File: src/rtl/prng_pkg.sv
// rtl/prng_pkg.sv - shared FSM states, default tap masks and the unrolled LFSR step function
package prng_pkg;

  typedef enum logic [1:0] {
    S_IDLE,
    S_WARMUP,
    S_RUN
  } prng_state_e;

  localparam logic [7:0]   TAPS_8   = 8'hB8;
  localparam logic [31:0]  TAPS_32  = 32'h8020_0003;
  localparam logic [63:0]  TAPS_64  = 64'hD800_0000_0000_0000;
  localparam logic [127:0] TAPS_128 = 128'h6000_0000_0000_0000_0000_0000_A000_0000;

  // Widest LFSR the step function handles; callers zero-extend into it.
  localparam int MAX_W = 256;

  typedef struct packed {
    logic [MAX_W-1:0] state;
    logic [MAX_W-1:0] bits;
  } step_res_t;

  // n Fibonacci steps on a w-bit state; first-produced bit ends up at bits[n-1].
  function automatic step_res_t lfsr_step_n(input logic [MAX_W-1:0] state,
                                            input logic [MAX_W-1:0] taps,
                                            input int               n,
                                            input int               w);
    step_res_t        r;
    logic [MAX_W-1:0] mask;
    logic             fb;
    mask    = {MAX_W{1'b1}} >> (MAX_W - w);
    r.state = state & mask;
    r.bits  = '0;
    for (int i = 0; i < n; i++) begin
      r.bits  = {r.bits[MAX_W-2:0], r.state[w-1]};
      fb      = ^(r.state & taps);
      r.state = ((r.state << 1) | MAX_W'(fb)) & mask;
    end
    return r;
  endfunction

endpackage

File: src/rtl/prng_step_div.sv
// rtl/prng_step_div.sv - enable-gated step divider, one tick every DIV enabled clocks
module prng_step_div #(
  parameter int DIV = 8
) (
  input  logic i_clk,
  input  logic i_rst_n,
  input  logic i_en,
  input  logic i_clr,
  output logic o_tick
);

  localparam int CW = (DIV > 1) ? $clog2(DIV) : 1;

  logic [CW-1:0] cnt_q, cnt_d;

  assign o_tick = i_en && !i_clr && (cnt_q == CW'(DIV - 1));

  always_comb begin
    cnt_d = cnt_q;
    if (i_clr) begin
      cnt_d = '0;
    end else if (i_en) begin
      cnt_d = o_tick ? '0 : cnt_q + CW'(1);
    end
  end

  always_ff @(posedge i_clk or negedge i_rst_n) begin
    if (!i_rst_n) begin
      cnt_q <= '0;
    end else begin
      cnt_q <= cnt_d;
    end
  end

endmodule

File: src/rtl/prng_lfsr_stream.sv
// rtl/prng_lfsr_stream.sv - seeded Fibonacci LFSR keystream source with warm-up and valid/ready output
module prng_lfsr_stream
  import prng_pkg::*;
#(
  parameter int               WIDTH     = 128,
  parameter logic [WIDTH-1:0] TAPS      = WIDTH'(TAPS_128),
  parameter int               OUT_BITS  = 8,
  parameter int               DIV       = 8,
  parameter int               WARMUP    = 16,
  parameter logic [WIDTH-1:0] SAFE_SEED = WIDTH'(1)
) (
  input  logic                i_clk,
  input  logic                i_rst_n,
  input  logic                i_en,
  input  logic [WIDTH-1:0]    i_seed,
  input  logic                i_seed_valid,
  output logic                o_seed_ready,
  output logic [OUT_BITS-1:0] o_ks_data,
  output logic                o_ks_valid,
  input  logic                i_ks_ready,
  output logic [WIDTH-1:0]    o_lfsr,
  output logic                o_seeded
);

  localparam int WW = (WARMUP > 0) ? $clog2(WARMUP + 1) : 1;

  prng_state_e         state_q, state_d;
  logic [WIDTH-1:0]    lfsr_q, lfsr_d;
  logic [OUT_BITS-1:0] data_q, data_d;
  logic                valid_q, valid_d;
  logic                pend_q, pend_d;
  logic [WW-1:0]       wcnt_q, wcnt_d;

  logic                tick;
  logic                step_req;
  logic                do_step;
  logic [WW-1:0]       wcnt_inc;
  step_res_t           step_res;
  logic [WIDTH-1:0]    lfsr_next;
  logic [OUT_BITS-1:0] step_word;
  logic                unused_bits;

  prng_step_div #(
    .DIV(DIV)
  ) u_div (
    .i_clk  (i_clk),
    .i_rst_n(i_rst_n),
    .i_en   (i_en && (state_q != S_IDLE)),
    .i_clr  (i_seed_valid),
    .o_tick (tick)
  );

  assign step_res    = lfsr_step_n(MAX_W'(lfsr_q), MAX_W'(TAPS), OUT_BITS, WIDTH);
  assign lfsr_next   = step_res.state[WIDTH-1:0];
  assign step_word   = step_res.bits[OUT_BITS-1:0];
  assign unused_bits = ^(step_res.state >> WIDTH) ^ ^(step_res.bits >> OUT_BITS);

  // A fresh tick can be consumed in the same clock; pending only carries a stalled one.
  assign step_req = pend_q || tick;
  assign wcnt_inc = wcnt_q + WW'(1);

  always_comb begin
    state_d = state_q;
    lfsr_d  = lfsr_q;
    data_d  = data_q;
    valid_d = valid_q;
    pend_d  = pend_q;
    wcnt_d  = wcnt_q;
    do_step = 1'b0;
    if (i_seed_valid) begin
      lfsr_d  = (i_seed == '0) ? SAFE_SEED : i_seed;
      valid_d = 1'b0;
      pend_d  = 1'b0;
      wcnt_d  = '0;
      state_d = (WARMUP == 0) ? S_RUN : S_WARMUP;
    end else begin
      if (tick) pend_d = 1'b1;
      if (valid_q && i_ks_ready) valid_d = 1'b0;
      case (state_q)
        S_WARMUP: begin
          if (i_en && step_req) begin
            do_step = 1'b1;
            wcnt_d  = wcnt_inc;
            if (wcnt_inc == WW'(WARMUP)) state_d = S_RUN;
          end
        end
        S_RUN: begin
          if (i_en && step_req && (!valid_q || i_ks_ready)) begin
            do_step = 1'b1;
            data_d  = step_word;
            valid_d = 1'b1;
          end
        end
        default: ;
      endcase
      if (do_step) begin
        lfsr_d = lfsr_next;
        pend_d = 1'b0;
      end
    end
  end

  always_ff @(posedge i_clk or negedge i_rst_n) begin
    if (!i_rst_n) begin
      state_q <= S_IDLE;
      lfsr_q  <= SAFE_SEED;
      data_q  <= '0;
      valid_q <= 1'b0;
      pend_q  <= 1'b0;
      wcnt_q  <= '0;
    end else begin
      state_q <= state_d;
      lfsr_q  <= lfsr_d;
      data_q  <= data_d;
      valid_q <= valid_d;
      pend_q  <= pend_d;
      wcnt_q  <= wcnt_d;
    end
  end

  assign o_seed_ready = 1'b1;
  assign o_ks_data    = data_q;
  assign o_ks_valid   = valid_q;
  assign o_lfsr       = lfsr_q;
  assign o_seeded     = (state_q == S_RUN);

endmodule

File: config.mk
export PLATFORM = sky130hd
export DESIGN_NAME = prng_lfsr_stream
export DESIGN_NICKNAME = d
export VERILOG_FILES = /design/src/rtl/prng_pkg.sv /design/src/rtl/prng_step_div.sv /design/src/rtl/prng_lfsr_stream.sv
export SDC_FILE = /design/constraint.sdc
export NUM_CORES = 1
export LEC_CHECK = 0
export ABC_AREA = 1
export CORE_AREA = 5 5 136 138
export DETAILED_ROUTE_END_ITERATION = 10
export DIE_AREA = 0 0 141 143
export HOLD_SLACK_MARGIN = 0.15
export PLACE_DENSITY = 0.87
export SLEW_MARGIN = 20
export SYNTH_ARGS = -nofsm -noshare
export SYNTH_HDL_FRONTEND = slang
export SYNTH_SLANG_ARGS = --single-unit
File: constraint.sdc
create_clock -name i_clk -period 3.6 [get_ports i_clk]
set_clock_uncertainty 0.1 [all_clocks]
set_input_delay 0.72 -clock i_clk [delete_from_list [all_inputs] [get_ports i_clk]]
set_output_delay 0.72 -clock i_clk [all_outputs]
set_load 0.1 [all_outputs]
==> results of run 1 <==
## layout by cell type (no fill, tap or decap), types with 2 or more instances in the layout
master / instances
a21oi_1: 8
buf_12: 4
buf_4: 63
buf_6: 2
bufinv_16: 7
clkbuf_16: 17
clkbuf_8: 2
clkdlybuf4s50_1: 213
clkinv_4: 2
dfrtp_1: 147
ha_1: 6
inv_1: 131
mux2i_1: 2
nand2_1: 324
nand2_2: 34
nand2_4: 2
nand3_1: 6
nand4_1: 2
nor2_1: 87
nor3_1: 2
o21ai_0: 151
o21ai_1: 2
o21ai_2: 100
or2_2: 2
xnor2_1: 18
xor2_1: 3
## cells in the mapped netlist (3+ instances only)
library cell    n
nand2_1       324
o21ai_0       151
dfrtp_1       147
inv_1         131
o21ai_2       100
nor2_1         87
nand2_2        34
clkbuf_1       22
xnor2_1        18
buf_6          14
a21oi_1         8
buf_8           7
ha_1            6
nand3_1         6
buf_1           5
buf_12          4
buf_2           4
xor2_1          3
## metal layers
metal | GRT usage, % | share of wire, %
met1 | 31.0 | 40
met2 | 42.4 | 49
met3 | 6.76 | 7.5
met4 | 10.9 | 3.6
met5 | 0 | 0
## power by group
part | internal, mW | switching (mW)
sequential | 1.86 | 0.157
clock | 1.41 | 0.716
combinational | 0.663 | 2.05
total | 3.93 | 2.93
## cell families (layout without fill, tap and decap cells)
group,count (synthesis),count (layout),synth area share [%]
other,1,1,0.0440
AO/OA/AOI/OAI,263,263,19.9
AND/OR/NAND/NOR,461,461,21.8
buffers and inverters,192,448,11.6
flip-flops,148,148,43.4
multiplexers,2,2,0.235
adder cells (fa/ha/maj),6,6,0.880
XOR/XNOR,21,21,2.16
## worst register-to-register path, stage by stage, from the launching register on
cell and delay (ns):
dfrtp_1 0.35, inv_1 0.08, ha_1 0.23, nor2_2 0.12
nand3_2 0.08, nand2_2 0.09, nand2_2 0.07, nand2_2 0.08
nand2_4 0.07, nand2_2 0.07, nand2_4 0.11, inv_8 0.34
buf_4 0.36, nand2_1 0.12, o21ai_2 0.07
## registers in the layout, indices dropped and copies added (netlist names)
name / count
state_q: 2
u_div.cnt_q: 3
pend_q: 1
o_lfsr: 128
o_ks_data: 8
wcnt_q: 5
o_ks_valid: 1
## through the flow
step | power (mW) | instances | utilization [%] | instance area (sq um)
2_1_floorplan | 4.01 | 1094 | - | 8530
3_5_place_dp | 4.75 | 1543 | 64.8 | 11000
3_3_place_gp | 4.72 | 1543 | 64.8 | 11000
4_1_cts | 6.89 | 1575 | 68.9 | 11800
6_report | 6.86 | 1575 | 68.9 | 11800
5_1_grt | 7.11 | 1575 | 68.9 | 11800
## area by class of cell
cell class / instances / area (sq um)
fill: 1345 / 5310
multi-input combinational: 754 / 3840
sequential: 148 / 3700
timing repair buffer: 282 / 2710
inverter: 134 / 513
clock buffer: 20 / 457
tap: 225 / 282
clock inverter: 12 / 249
## worst paths after layout
check	from	to	slack [ns]	cells past startpoint
max	o_lfsr[1]$_DFFE_PN0P_	o_lfsr[1]	0.81	1
min	i_rst_n	o_lfsr[99]$_DFFE_PN0P_	0.18	1
max reg2reg	state_q[0]$_DFFE_PN0P_	o_lfsr[26]$_DFFE_PN0P_	1.19	14
min reg2reg	u_div.cnt_q[0]$_DFFE_PN0P_	u_div.cnt_q[0]$_DFFE_PN0P_	0.38	1
max in group asynchronous	i_rst_n	o_lfsr[31]$_DFFE_PN0P_	2.38	2
min in group i_clk	u_div.cnt_q[0]$_DFFE_PN0P_	u_div.cnt_q[0]$_DFFE_PN0P_	0.38	1
==> impl_metrics.csv, run 1 <==
group,metric,value,unit
drt,first_pass_iters,5,
synth,synthesis.instances,1094,
synth,synthTopCellsByArea,"dfrtp_1, nand2_1, o21ai_2, o21ai_0, inv_1",
outcome,status,"finished, final reports clean",
timing,period_needed,2.79,ns
worst_setup_path,critPathArrivalTime,1.97,ns
timing,setup_ws,0.814,ns
clock_tree,cts_max_path_buffers,2,
clock_tree,postCtsHoldBufs,0,
floorplan,initial_core_util,50.0,%
clock_tree,cts_num_sinks,148,
synth,synth-main-ff-cell,"dfrtp_1",
timing,setup_violations,0,
pwr,leakagePower,5.36,nW
worst_setup_path,cpPeakStageDelay,1.15,ns
floorplan,die_h,143,um
timing,hold_violations,0,
worst_setup_path,crit_fanout,3,
worst_setup_path,worstPathCellList,"clkdlybuf4s50_1",
floorplan,die_area,20200,sq um
drt,wl,25400,um
timing,max_clock_freq,359,MHz
drt,viasPerCell,5.06,
synth,synth_top_area_share,43.1,%
job,cap_violations,0,
pwr,ir_worst_vdd,370,uV
synth,yosys_warnings,0,
global_routing,grt_max_degree,121,
global_routing,grt_pass1_vias,8050,
drt,wl_per_cell,16.1,um
floorplan,std_cell_rows,48,
clock_tree,htree_levels,4,
synth,synth_nets,1233,
timing,grt_setup_unrepaired,"false",
drt,first_iter_violations,606,
worst_setup_path,path_delay_family,"buffers and inverters",
global_routing,gr-total-overflow,0,
timing,slew_headroom,31.8,%
floorplan,placeableCoreArea,17100,sq um
global_routing,grt_use_total,25.3,%
worst_setup_path,cp.required,2.78,ns
synth,syn_avg_cell_area,7.80,sq um
clock_tree,clock_latency,0.42,ns
clock_tree,tritoncts.num_buffers,17,
timing,slew_violations,0,
placed_design,dp_hpwl,19100,um
timing,worst_slew_pin_slew,1.02,ns
min_path,worstHoldPathType,"input pin to async pin",
placed_design,port_buffers,270,
drt,ant_nets,0,
worst_setup_path,cp-end-kind,"primary output",
final_layout,finalNetCount,1476,
placed_design,dp_worst_setup_slack,0.562,ns
drt,drc,0,
worst_setup_path,critPathSlowestCell,"clkdlybuf4s50_1",
clock_tree,postCtsSetupRepairBufs,0,
timing,timing.hold.ws,0.177,ns
clock_tree,cts-root-buf,"clkbuf_16",
synth,ys_ff_latch,148,
floorplan,chipWidth,141,um
pwr,power.density,584,nW/um^2
synth,synth_top_area_cell,"dfrtp_1",
synth,synth_edf_count,0,
clock_tree,cts_tree,"built",
final_layout,layout-drive-gt1-share,18.1,%
global_routing,antenna_found_initial,0,
worst_setup_path,critPathLaunchType,"register",
drt,via_count,7972,
floorplan,io_pins,272,
synth,async_flop_share,100,%
final_layout,syn2layout_area_growth,37.8,%
clock_tree,clk_pin_slew_worst_paths,0.06,ns
global_routing,grt_pass1_wl,40500,um
worst_setup_path,criticalPathCategory,"register to primary output",
clock_tree,post_cts_resized,0,
placed_design,globalplace.congestion,0.880,
synth,syn_area,8530,sq um
final_layout,diodes,0,
synth,synth_cell_types,35,
timing,period_share,77.4,%
worst_setup_path,cp.buffers_inverters,1,
timing,tns,0,ns
synth,seq_area_frac_synth,43.4,%
Note: power is estimated with default switching activity, not from simulation.
==> run 2: changes to the inputs <==
--- a/config.mk
+++ b/config.mk
@@ -6,11 +6,11 @@
 export NUM_CORES = 1
 export LEC_CHECK = 0
 export ABC_AREA = 1
-export CORE_AREA = 5 5 136 138
+export CORE_AREA = 5 5 141 143
 export DETAILED_ROUTE_END_ITERATION = 10
-export DIE_AREA = 0 0 141 143
+export DIE_AREA = 0 0 146 148
 export HOLD_SLACK_MARGIN = 0.15
-export PLACE_DENSITY = 0.87
+export PLACE_DENSITY = 0.81
 export SLEW_MARGIN = 20
 export SYNTH_ARGS = -nofsm -noshare
 export SYNTH_HDL_FRONTEND = slang
==> constraint.sdc (replaced) <==
create_clock -name i_clk -period 2.6 [get_ports i_clk]
set_clock_uncertainty 0.1 [all_clocks]
set_input_delay 0.52 -clock i_clk [delete_from_list [all_inputs] [get_ports i_clk]]
set_output_delay 0.52 -clock i_clk [all_outputs]
set_load 0.1 [all_outputs]
==> run 2 against run 1 <==
  * Power rose by 33%
  * Sequential power rose by 39%
  * Critical path depth rose by 13
  * Routed wire length fell by 2.0%
  * Clock power rose by 23%
  * Via count fell by 0.63%
  * Largest cell class unchanged
  * Utilization fell by 6.4 points
  * Global-route usage fell by 2.4 points
  * Die area rose by 7.2%
  * Cell area fell by 1.8%
  * Clock-buffer cell count did not move
==> impl_metrics.csv, run 2 (synthesized netlist as in run 1, its figures left out) <==
group,metric,value,unit
placed_design,place_area,10900,sq um
global_routing,antenna_found_initial,0,
final_layout,nFillCells,1628,
clock_tree,cts_max_path_buffers,2,
timing,hold_violations,0,
worst_setup_path,critPathArrivalTime,2.43,ns
worst_setup_path,r2r_cells,14,
timing,slew_violations,0,
final_layout,largest_register_ffs,128,
final_layout,layout-drive-gt1-share,24.3,%
placed_design,globalplace.congestion,0.887,
global_routing,grt_pass1_vias,7888,
timing,setup_ws,0.390,ns
floorplan,die_h,148,um
global_routing,grt_use_total,22.9,%
floorplan,chipWidth,146,um
worst_setup_path,r2r_end,"o_lfsr[63]$_DFFE_PN0P_",
drt,viasPerCell,4.99,
timing,max_clock_freq,452,MHz
clock_tree,clk_pin_slew_worst_paths,0.06,ns
clock_tree,clock_latency,0.42,ns
pwr,pwr-share-clk,28.8,%
clock_tree,tritoncts.num_buffers,17,
worst_setup_path,worstPathCellList,"clkdlybuf4s50_1, inv_1, nor2_2, nand3_2, nand2_2, nand2_2, nand2_2, nand2_4, nand2_2, nand2_4, inv_8, buf_12, nand2_1, o21ai_0",
clock_tree,cts_num_sinks,148,
final_layout,layout_commonest_cell,"nand2_1",
global_routing,grt_pass1_wl,39900,um
final_layout,layout_common_cells,"nand2_1, o21ai_0, buf_4, dfrtp_1, inv_1",
pwr,ir_worst_vdd,550,uV
placed_design,dp_worst_setup_slack,-0.0424,ns
worst_setup_path,path_delay_family,"buffers and inverters",
floorplan,io_pins,272,
min_path,holdCritStartpoint,"i_seed_valid",
timing,period_share,85.0,%
global_routing,gr-total-overflow,0,
pwr,intPower,5.08,mW
timing,grt_setup_unrepaired,"false",
clock_tree,postCtsSetupRepairBufs,0,
drt,wl,24900,um
clock_tree,cts_tree,"built",
worst_setup_path,cpMostUsedCell,"nand2_2",
clock_tree,htree_levels,4,
worst_setup_path,r2r-start,"state_q[1]$_DFFE_PN0P_",
final_layout,diodes,0,
worst_setup_path,cpPeakStageDelay,0.53,ns
placed_design,port_buffers,270,
floorplan,std_cell_rows,50,
worst_setup_path,path_depth,14,
worst_setup_path,criticalPathCategory,"input pin to register",
min_path,worstHoldPathType,"input pin to register",
drt,wl_per_cell,15.7,um
worst_setup_path,crit_fanout,42,
floorplan,initial_core_util,46.2,%
final_layout,final_area,11500,sq um
final_layout,syn2layout_area_growth,35.3,%
floorplan,placeableCoreArea,18500,sq um
job,cap_violations,0,
timing,slew_headroom,39.7,%
timing,timing.hold.ws,0.314,ns
min_path,min_to,"state_q[1]$_DFFE_PN0P_",
pwr,seqPwrFrac,30.6,%
timing,setup_violations,0,
worst_setup_path,cp.buffers_inverters,4,
min_path,hold-path-cell-count,2,
drt,ant_nets,0,
pwr,power.density,790,nW/um^2
drt,via_count,7922,
pwr,comb_power_share,40.5,%
drt,first_iter_violations,405,
drt,first_pass_iters,5,
global_routing,grt_max_degree,232,
worst_setup_path,cp.required,2.82,ns
worst_setup_path,r2r_slack,0.44,ns
floorplan,die_area,21600,sq um
worst_setup_path,critPathLaunchType,"input pin",
final_layout,finalNetCount,1481,
pwr,power.switching,4.04,mW
worst_setup_path,critPathSlowestCell,"clkdlybuf4s50_1",
pwr,p_sw_share,44.3,%
timing,worst_slew_pin_slew,0.904,ns
worst_setup_path,cp-end-kind,"register",
timing,period_needed,2.21,ns
outcome,status,"finished, final reports clean",
clock_tree,cts-root-buf,"clkbuf_16",
drt,drc,0,
placed_design,dp_hpwl,18800,um
pwr,leakagePower,5.46,nW
timing,tns,0,ns
[run 2: repair_timing]
item,in CTS,in global routing
gates resized for setup,0,0
endpoints found under the hold margin,147,0
endpoints found under the setup margin,0,0
hold buffers,1,0
[run 2: how the worst max path moves through the flow]
| stage | end | startpoint | slack (ns) |
|---|---|---|---|
| 2_1_floorplan | o_lfsr[120]$_DFFE_PN0P_ | state_q[0]$_DFFE_PN0P_ | 0.25 |
| 3_3_place_gp | o_lfsr[63]$_DFFE_PN0P_ | i_en | 0.06 |
| 3_5_place_dp | o_lfsr[63]$_DFFE_PN0P_ | i_en | -0.04 |
| 4_1_cts | o_lfsr[63]$_DFFE_PN0P_ | i_en | 0.41 |
| 5_1_grt | o_lfsr[77]$_DFFE_PN0P_ | state_q[0]$_DFFE_PN0P_ | 0.25 |
| 6_report | o_lfsr[63]$_DFFE_PN0P_ | i_en | 0.39 |
[run 2: stage by stage]
stage               power (mW)  std cells  util, %
floorplan                 5.56       1094        -
finish                    9.12       1588     62.5
detailed placement        6.53       1556     59.1
global route              9.47       1588     62.5
CTS                       9.18       1588     62.5
global placement          6.49       1556     59.1
[run 2: metal layers]
metal	up-vias	GRT usage, %	wire, um
li1	3920	-	-
met1	3681	29.1	10300
met2	278	38.6	12400
met3	43	5.43	1590
met4	0	7.48	628
met5	-	0	0
[run 2: final cells by class]
class                      instances  area [sq um]  share of cell area, %
tap                              234           293                   2.54
sequential                       148          3700                   32.1
inverter                         134           513                   4.45
multi-input combinational        754          3840                   33.3
timing repair buffer             287          2560                   22.2
clock buffer                      20           447                   3.87
clock inverter                    11           178                   1.54
[run 2: power groups by stage]
stage                     combinational, mW  clock, mW  sequential, mW
after floorplan                       0.848          0            4.71
after global placement                 3.67          0            2.83
after detailed placement               3.71          0            2.82
after CTS                              3.72       2.67            2.79
after global routing                   3.88       2.77            2.83
final                                  3.70       2.63            2.79
==> edit: new RTL, flow settings as in run 1 <==
`data_q` no longer has a reset.
--- a/src/rtl/prng_lfsr_stream.sv
+++ b/src/rtl/prng_lfsr_stream.sv
@@ -105,5 +105,4 @@
       state_q <= S_IDLE;
       lfsr_q  <= SAFE_SEED;
-      data_q  <= '0;
       valid_q <= 1'b0;
       pend_q  <= 1'b0;
@@ -112,9 +111,12 @@
       state_q <= state_d;
       lfsr_q  <= lfsr_d;
-      data_q  <= data_d;
       valid_q <= valid_d;
       pend_q  <= pend_d;
       wcnt_q  <= wcnt_d;
     end
+  end
+
+  always_ff @(posedge i_clk) begin
+    data_q <= data_d;
   end
 
Behaviour: same outputs for any inputs over 4 cycles, from zero or initial values and one cycle with i_rst_n low; that may be too few to reach the edited logic, so the function may still have changed.
==> edit against run 1 <==
Count of clock-buffer cells in the layout is 3 higher. Setup slack got worse by 73 ps. Design area down 5.5%. Non-clock buffer count shrank 3. Sequential cell count stayed put. Wire length rose by 0.99%. Area after synthesis down 7.1%. Total power decreased by 6.4%. Largest cell class is now sequential cells.
==> edit: results (changes against run 1) <==
n_fill_cell: 1482  # +10%
p_sw_mw: 2.86  # -2.3%
portBuffers: 270  # unchanged
wirelength_um: 25700  # +0.99%
p_leak_nw: 5.12  # -4.5%
drtIter0Drc: 566  # -6.6%
synthTopCellsByArea: "dfrtp_1 (44%), nand2_1 (17%), o21ai_0 (11%)"
yosysWarnings: 0  # unchanged
grt_pass1_wl_um: 40300  # -0.55%
ys_types: 32  # -8.6%
cts.clk_slew.worst_paths_ps: 60  # about the same
drive_gt1_share_pct: 7.78  # -10 points
worstMarginPinSlew_ps: 1030  # +5.09 ps
top_layer_used: "met5"
wl_met3_um: 2290  # +20%
cp_data_arrival_time_ps: 3090  # +1120 ps
synthesis.nets: 1223  # -0.81%
powerComb_mw: 2.62  # -4%
track_usage_pct: 25.5  # +0.16 points
grtUsageMet3_pct: 6.63  # -0.13 points
ys_async_sr_fraction_pct: 94.6  # -5.4 points
hpwl_um: 19300  # +1.1%
nNetsFinal: 1463  # -0.88%
grt_max_degree: 251  # +110%
vdd_drop_max_uv: 363  # -1.9%
synth_commonest_cells: "nand2_1 (369), o21ai_0 (173), dfrtp_1 (139), inv_1 (128), nor2_1 (88)"
place_congestion: 0.901  # +2.5%
p_comb_share_pct: 40.9  # +1.3 points
outcome: "finished clean"
max_stage_delay_ps: 530  # -620 ps
ys_seq_area_share_pct: 47.3  # +3.8 points
drt-met1-wl_um: 10400  # +3.4%
viasPerCell: 5.05  # -0.20%
globalRouteMet1Util_pct: 32.3  # +1.3 points
## edit: logic make-up after synthesis
family                     after synthesis  share of synthesized area (%)
adders and majority gates                6                          0.947
and+or+nand+nor                        472                           22.8
AOI/OAI and AO/OA                      248                           15.7
muxes                                    1                          0.126
DFF                                    148                           47.3
other                                    1                         0.0473
buffers and inverters                  188                           10.9
xor gates and xnor gates                20                           2.21
## edit: worst paths after layout
kind | from | end | slack [ps] | cells past startpoint
max | i_en | o_lfsr[62]$_DFFE_PN0P_ | 740 | 14
min reg2reg | u_div.cnt_q[0]$_DFFE_PN0P_ | u_div.cnt_q[0]$_DFFE_PN0P_ | 400 | 1
min | i_rst_n | o_lfsr[36]$_DFFE_PN0P_ | 270 | 1
min in group i_clk | u_div.cnt_q[0]$_DFFE_PN0P_ | u_div.cnt_q[0]$_DFFE_PN0P_ | 400 | 1
max in group asynchronous | i_rst_n | o_lfsr[82]$_DFFE_PN0P_ | 2260 | 2
max reg2reg | state_q[0]$_DFFE_PN0P_ | o_lfsr[62]$_DFFE_PN0P_ | 990 | 14
## edit: cell type report
class	instances	area share [%]
flip-flops and latches	148	33.7
multi-input cells	748	29.9
repair buffers	279	24.2
inverters	130	4.44
clock buffers	23	4.31
well taps	225	2.54
clock inverters	9	0.935
## edit: metrics by stage
| stage | setup slack [ps] | area [um^2] | hold WS [ps] | std cells |
|---|---|---|---|---|
| floorplan | 1190 | 7930 | 324 | 1084 |
| global placement | 526 | 10500 | 371 | 1530 |
| detailed placement | 398 | 10500 | 388 | 1530 |
| CTS | 783 | 11100 | 312 | 1562 |
| global route | 530 | 11100 | 338 | 1562 |
| finish | 741 | 11100 | 270 | 1562 |
